File: src/rtl/resp_checker_pkg.sv
// Shared types and constants for the response checker.
// The MISR constants are used only when RESP_CHECKER_MISR_EN is defined.
package resp_checker_pkg;

    typedef enum logic [1:0] {
        StIdle,
        StRun,
        StDone
    } state_e;

    localparam int unsigned MISR_W    = 16;
    // x^16 + x^12 + x^5 + 1, with the x^16 term implied by the shift-out.
    localparam logic [MISR_W-1:0] MISR_POLY = 16'h1021;
    localparam logic [MISR_W-1:0] MISR_SEED = 16'hFFFF;

    // Truncated to the index width at the point of use.
    localparam logic [31:0] ERR_IDX_NONE = '1;

    function automatic logic [MISR_W-1:0] misr_next(input logic [MISR_W-1:0] cur,
                                                    input logic [MISR_W-1:0] din);
        logic [MISR_W-1:0] shifted;
        shifted = {cur[MISR_W-2:0], 1'b0} ^ (cur[MISR_W-1] ? MISR_POLY : '0);
        return shifted ^ din;
    endfunction

endpackage

File: src/rtl/resp_misr.sv
// 16-bit MISR signature over a narrow data word, zero-extended.
// Clear reloads the seed and takes priority over enable.
module resp_misr
    import resp_checker_pkg::*;
#(
    parameter int unsigned DW = 3
) (
    input  logic              clk,
    input  logic              rst,
    input  logic              clr,
    input  logic              en,
    input  logic [DW-1:0]     data,
    output logic [MISR_W-1:0] sig
);

    logic [MISR_W-1:0] sig_q;
    logic [MISR_W-1:0] sig_d;

    always_comb begin
        sig_d = sig_q;
        if (clr) begin
            sig_d = MISR_SEED;
        end else if (en) begin
            sig_d = misr_next(sig_q, MISR_W'(data));
        end
    end

    always_ff @(posedge clk) begin
        if (rst) begin
            sig_q <= MISR_SEED;
        end else begin
            sig_q <= sig_d;
        end
    end

    assign sig = sig_q;

endmodule

File: config.mk
export PLATFORM = sky130hd
export DESIGN_NAME = resp_misr
export DESIGN_NICKNAME = d
export VERILOG_FILES = /design/src/rtl/resp_checker_pkg.sv /design/src/rtl/resp_misr.sv
export SDC_FILE = /design/constraint.sdc
export NUM_CORES = 1
export LEC_CHECK = 0
export CAP_MARGIN = 20
export CORE_MARGIN = 3
export CORE_UTILIZATION = 40
export CTS_CLUSTER_SIZE = 12
export DETAILED_ROUTE_END_ITERATION = 12
export PLACE_DENSITY = 0.75
export RECOVER_POWER = 50
export SYNTH_ARGS = -nofsm -noshare
export SYNTH_HDL_FRONTEND = slang
export SYNTH_SLANG_ARGS = --single-unit
export TNS_END_PERCENT = 50
File: constraint.sdc
create_clock -name clk -period 1.3 [get_ports clk]
set_input_delay 0.13 -clock clk [delete_from_list [all_inputs] [get_ports clk]]
set_output_delay 0.13 -clock clk [all_outputs]
set_load 0.02 [all_outputs]
==> metrics.md, run 1 <==
| Metric | Value |
|---|---|
| I/O Buffers | `22` |
| Vias | `510` |
| Synth warn | `0` |
| Top-area cell type share of the netlist area | `0.497` |
| Clk slew on worst S/H paths | `90 ps` |
| Reg2reg end | `sig[0]` |
| Die Wd | `46.1 um` |
| Max_cap viols | `0` |
| Total track usage | `0.154` |
| First-pass GRT wire length | `2290 um` |
| Outcome | `finished clean` |
| Row Count | `13` |
| Vias in the first global route | `521` |
| Synth Area per Inst | `11.3 um2` |
| Sequential element share of the synthesized area | `0.497` |
| Pleak | `0.348 nW` |
| R2R setup slack | `480 ps` |
| Die height | `46.1 um` |
| Core ar. | `0.00140 mm2` |
| Share of layout cells above drive strength 1 | `0.244` |
| Initial DRC count | `1` |
| Slew headroom | `0.805` |
| Top-Level Pins | `23` |
| GRT Residual Overflow | `0` |
| Hold-fix buffers, CTS | `0` |
| PD cells | `1010 mW/mm2` |
| Crit path cell chain | `dlygate4sd2_1` |
| Synth unique cells | `10` |
| TritonRoute pass-1 iters | `2` |
| Top sig layer | `met3` |
| Top post-synthesis cells by area | `dfxtp_1, mux2i_1, nand2_2` |
| Drt total wl | `1360 um` |
| Post-DP HPWL | `990 um` |
| Routed WL per cell | `13.5 um` |
| Slowest cell on the critical path | `dfxtp_1` |
| Post-synth top cells | `dfxtp_1, mux2i_1, nand2_2` |
| Crit-path max FO | `3` |
| FMAX | `877 MHz` |
| WL met3 | `82 um` |
| Clock buffer depth | `2` |
| Setup Viol. Count Final | `0` |
| Largest net degree at the start of global routing | `22` |
| Fin. Hold Viols | `0` |
| RSZ-0062 raised after global routing | `no` |
| Delay of the slowest critical-path stage | `380 ps` |
| CTS H-tree depth | `1` |
| CP delay by family, top | `flip-flops` |
| Cells after Synth | `57` |
| Final Skew | `4.87 ps` |
| Post-layout net count | `94` |
| CTS Buf Count | `3` |
| M1 wire length | `623 um` |
| Drt drc | `0` |
| Worst EP required | `1170 ps` |
| Worst Hold Class | `reg -> reg` |
| Fin. max-slew vios | `0` |
| Antenna violations before repair | `0` |
| Metal2 WL | `653 um` |
| Max reg flops | `16` |
| Flop and latch count out of synthesis | `16` |
| CP bufs+invs | `1` |
| Predominant post-synthesis flop cell | `dfxtp_1` |
| Total power | `0.933 mW` |
| Endpoint, Worst Hold | `sig[11]` |
| Setup crit start kind | `register` |
| Post-synth top area cell | `dfxtp_1` |
| Critical path arrival | `1010 ps` |
| Post-synth EDFFs | `0` |
| Max IR drop VDD | `0.716 mV` |
| Reg2Reg Depth | `2` |
| Clock Latency Late Sink | `280 ps` |
| RD Place Congestion | `0.720` |
| CP endpoint kind | `output port` |
| Hold path start | `sig[10]` |
| Initial core utilization | `0.461` |
| Fin cells | `101` |
| Asr flop ratio synth | `0` |
| Ant diodes | `0` |
| Syn Nets | `64` |
| Tmin final | `1140 ps` |
| Clock root buffer | `clkbuf_4` |
| Area of the die | `0.00213 mm2` |
| Synthesis-to-layout area growth | `43.9%` |
| Count leader, synth | `dfxtp_1` |
| Post-CTS setup buffer count | `0` |
| Worst-Margin Slew | `290 ps` |
| Crit Path Class | `reg -> out` |
| DR vias/cell | `5.05` |
| Dpl cells | `97` |
| Clock Sinks | `16` |
| Antenna-violating nets left | `0` |
| Synth Cell Area | `644 um2` |
| Hold Path Stages | `2` |
| Setup TNS | `0 ps` |
| CTS tree | `yes` |
| R2R Path Start | `sig[0]` |
| Final worst path period share | `0.877` |
[timing repair]
action	in CTS	in global routing
gates resized for setup	16	0
endpoints found under the hold margin	0	0
setup endpoints to repair	16	0
[layout make-up]
cell class,instances,area (um2)
tap,15,18.8
clock buffer,4,36.3
multi-input combinational,38,294
sequential,16,320
timing repair buffer,28,258
fill,134,472
[power by group]
part / internal [mW] / switching, mW
clock: 0.170 / 0.151
sequential: 0.498 / 0.00603
combinational: 0.0541 / 0.0533
total: 0.722 / 0.211
[kinds of logic (layout without fill, tap and decap cells)]
family	Yosys count	count (layout)	share of synthesized area
AND/OR/NAND/NOR	17	17	0.169
flip-flops	16	16	0.497
multiplexers	11	11	0.171
AO/OA/AOI/OAI	5	5	0.0485
XOR/XNOR	5	5	0.0680
buffers and inverters	3	32	0.0466
[worst register-to-register path, delay by kind of cell (launching register included)]
family           cells  cell delay [ps]
AO/OA/AOI/OAI        1               70
flip-flops           1              340
AND/OR/NAND/NOR      1              300
[per-stage QoR]
step / utilization / hold slack, ps / instance area [um2] / worst slack (ps)
6_report: 0.663 / 513 / 927 / 160
5_1_grt: 0.663 / 545 / 927 / 103
4_1_cts: 0.663 / 520 / 927 / 138
3_5_place_dp: 0.651 / 493 / 911 / -32.8
3_3_place_gp: 0.651 / 486 / 911 / 39.8
2_1_floorplan: - / 229 / 644 / 433
[placed cells by master, fill, tap and decap left out, types with 3 or more instances in the layout]
cell type,n
clkdlybuf4s50_1,5
buf_4,5
dfxtp_1,16
xnor2_1,5
nand2_2,10
clkbuf_4,3
a31oi_1,5
nor4_1,5
dlygate4sd2_1,16
mux2i_1,11
[worst max-delay path by stage]
stage	from	endpoint	depth (start not counted)
finish	sig[4]	sig[4]	1
floorplan	sig[15]	sig[0]	2
detailed placement	en	sig[12]	4
global placement	clr	sig[5]	4
CTS	sig[13]	sig[13]	1
global route	sig[4]	sig[4]	1
[metal layers]
layer / global-route usage / up-vias
li1: - / 261
met1: 0.200 / 235
met2: 0.231 / 14
met3: 0.0391 / 0
met4: 0.0852 / 0
met5: 0 / -
Power figures use the tool's default switching activity.
==> run 2, diff against run 1 <==
- CORE_MARGIN: 3 -> not set
==> metrics.md, run 2 (synthesized netlist as in run 1, its figures left out) <==
| Metric | Value |
|---|---|
| Clk slew on worst S/H paths | `80 ps (about the same)` |
| Tmin final | `1120 ps (-20.8 ps)` |
| Pleak | `0.344 nW (-1.0%)` |
| Slowest cell on the critical path | `dfxtp_1` |
| Final Skew | `0.559 ps (-4.31 ps)` |
| Setup crit start kind | `register` |
| Worst EP required | `1170 ps (about the same)` |
| Dpl ws | `40.6 ps (+73.4 ps)` |
| Crit path depth | `1 (unchanged)` |
| Clock buffer depth | `2 (unchanged)` |
| Worst Hold Class | `reg -> reg` |
| Slew headroom | `0.843 (+0.0378)` |
| Setup Viol. Count Final | `0 (unchanged)` |
| Worst-Margin Slew | `234 ps (-56.1 ps)` |
| CTS Buf Count | `3 (unchanged)` |
| RD Place Congestion | `0.701 (-2.6%)` |
| Hold path start | `sig[9]` |
| Delay of the slowest critical-path stage | `370 ps (about the same)` |
| Largest net degree at the start of global routing | `22 (unchanged)` |
| Ant diodes | `0 (unchanged)` |
| First-pass GRT wire length | `2090 um (-8.7%)` |
| Fin. Hold Viols | `0 (unchanged)` |
| Synthesis-to-layout area growth | `43.9% (unchanged)` |
| Most frequent cells in the layout | `dlygate4sd2_1, dfxtp_1, mux2i_1` |
| Post-CTS setup buffer count | `0 (unchanged)` |
| Die height | `42.1 um (-8.7%)` |
| Critical path arrival | `990 ps (-20 ps)` |
| Post-layout net count | `94 (unchanged)` |
| Total power | `0.855 mW (-8.4%)` |
| Vias in the first global route | `492 (-5.6%)` |
| RSZ-0062 raised after global routing | `no` |
| Fin. max-slew vios | `0 (unchanged)` |
| Top-Level Pins | `23 (unchanged)` |
| Max_cap viols | `0 (unchanged)` |
| Endpoint, Worst Hold | `sig[9]` |
| Total track usage | `0.154 (about the same)` |
| Core ar. | `0.00151 mm2 (+7.7%)` |
| Drt total wl | `1210 um (-11%)` |
| Final worst path period share | `0.861 (-0.0160)` |
| I/O Buffers | `22 (unchanged)` |
| Initial DRC count | `4 (+3)` |
| Antenna violations before repair | `0 (unchanged)` |
| TritonRoute pass-1 iters | `7 (+5)` |
| DR vias/cell | `5.04 (-0.20%)` |
| R2R Path Start | `sig[15]` |
| Crit Path Class | `reg -> out` |
| Vias | `509 (-0.20%)` |
| Clock root buffer | `clkbuf_4` |
| Post-DP HPWL | `884 um (-11%)` |
| Outcome | `finished with violations` |
| Crit-path max FO | `3 (unchanged)` |
| Initial core utilization | `0.428 (-0.0329)` |
| GRT Residual Overflow | `0 (unchanged)` |
| Share of layout cells above drive strength 1 | `0.235 (-0.00889)` |
| Crit path cell chain | `dlygate4sd2_1` |
| Drt drc | `1 (+1)` |
| Antenna-violating nets left | `0 (unchanged)` |
| Row Count | `14 (+1)` |
| Setup TNS | `0 ps (unchanged)` |
| PD cells | `922 mW/mm2 (-8.4%)` |
| Max IR drop VDD | `0.704 mV (-1.7%)` |
| Hold Path Stages | `2 (unchanged)` |
| Die Wd | `42.1 um (-8.7%)` |
| R2R setup slack | `480 ps (about the same)` |
| Reg2reg end | `sig[5]` |
| Reg2Reg Depth | `3 (+1)` |
| CP endpoint kind | `output port` |
| CP bufs+invs | `1 (unchanged)` |
| Max reg flops | `16 (unchanged)` |
| CTS tree | `yes` |
| Final worst slack | `181 ps (+20.8 ps)` |
| CTS H-tree depth | `1 (unchanged)` |
| Clock Latency Late Sink | `270 ps (about the same)` |
| CP delay by family, top | `flip-flops` |
| Routed WL per cell | `11.9 um (-11%)` |
| FMAX | `893 MHz (+1.9%)` |
| Area of the die | `0.00178 mm2 (-17%)` |
| Failing checks | `DRC` |
| Clock Sinks | `16 (unchanged)` |
## run 2: cell count changes in the layout (fill, tap and decap cells not counted)
cell	change
buf_12	+1
buf_4	-1
clkbuf_8	-1
## run 2: area by class of cell
type                            instances  area [um2]
Tap cell                               16        20.0
Multi-Input combinational cell         38         294
Sequential cell                        16         320
Fill cell                             144         579
Timing Repair Buffer                   28         270
Clock buffer                            3        22.5
## run 2: worst max path at each step
stage,start,to,slack (ps)
after global routing,sig[1],sig[1],130
after global placement,en,sig[14],70
after floorplan,sig[15],sig[0],430
final,sig[0],sig[0],180
after detailed placement,en,sig[14],40
after CTS,sig[0],sig[0],160
## run 2: stage by stage
| step | hold WS [ps] | instance area [um2] | instances | utilization |
|---|---|---|---|---|
| final | 508 | 927 | 101 | 0.615 |
| after global routing | 538 | 927 | 101 | 0.615 |
| after CTS | 518 | 927 | 101 | 0.615 |
| after detailed placement | 499 | 925 | 98 | 0.614 |
| after global placement | 493 | 925 | 98 | 0.614 |
| after floorplan | 229 | 644 | 57 | - |
## run 2: repair_timing
action,in CTS,in global routing
hold endpoints to repair,0,0
resized for setup,16,0
hold buffers,0,0
setup endpoints to repair,16,0
## run 2: per-layer routing
metal  global-route usage  wire length [um]
met5                    0                 0
met4                0.113                19
met3               0.0172                65
met2                0.222               560
met1                0.211               560
## run 2: tightest hold or removal path: stages (launching register included)
cell and delay (ps):
dfxtp_1 350, mux2i_1 70, nand2_1 60
## run 2: power by group
part           switching [mW]  internal (mW)  total [mW]
Sequential            0.00586          0.498       0.504
Combinational          0.0533         0.0581       0.111
Clock                   0.133          0.107       0.240
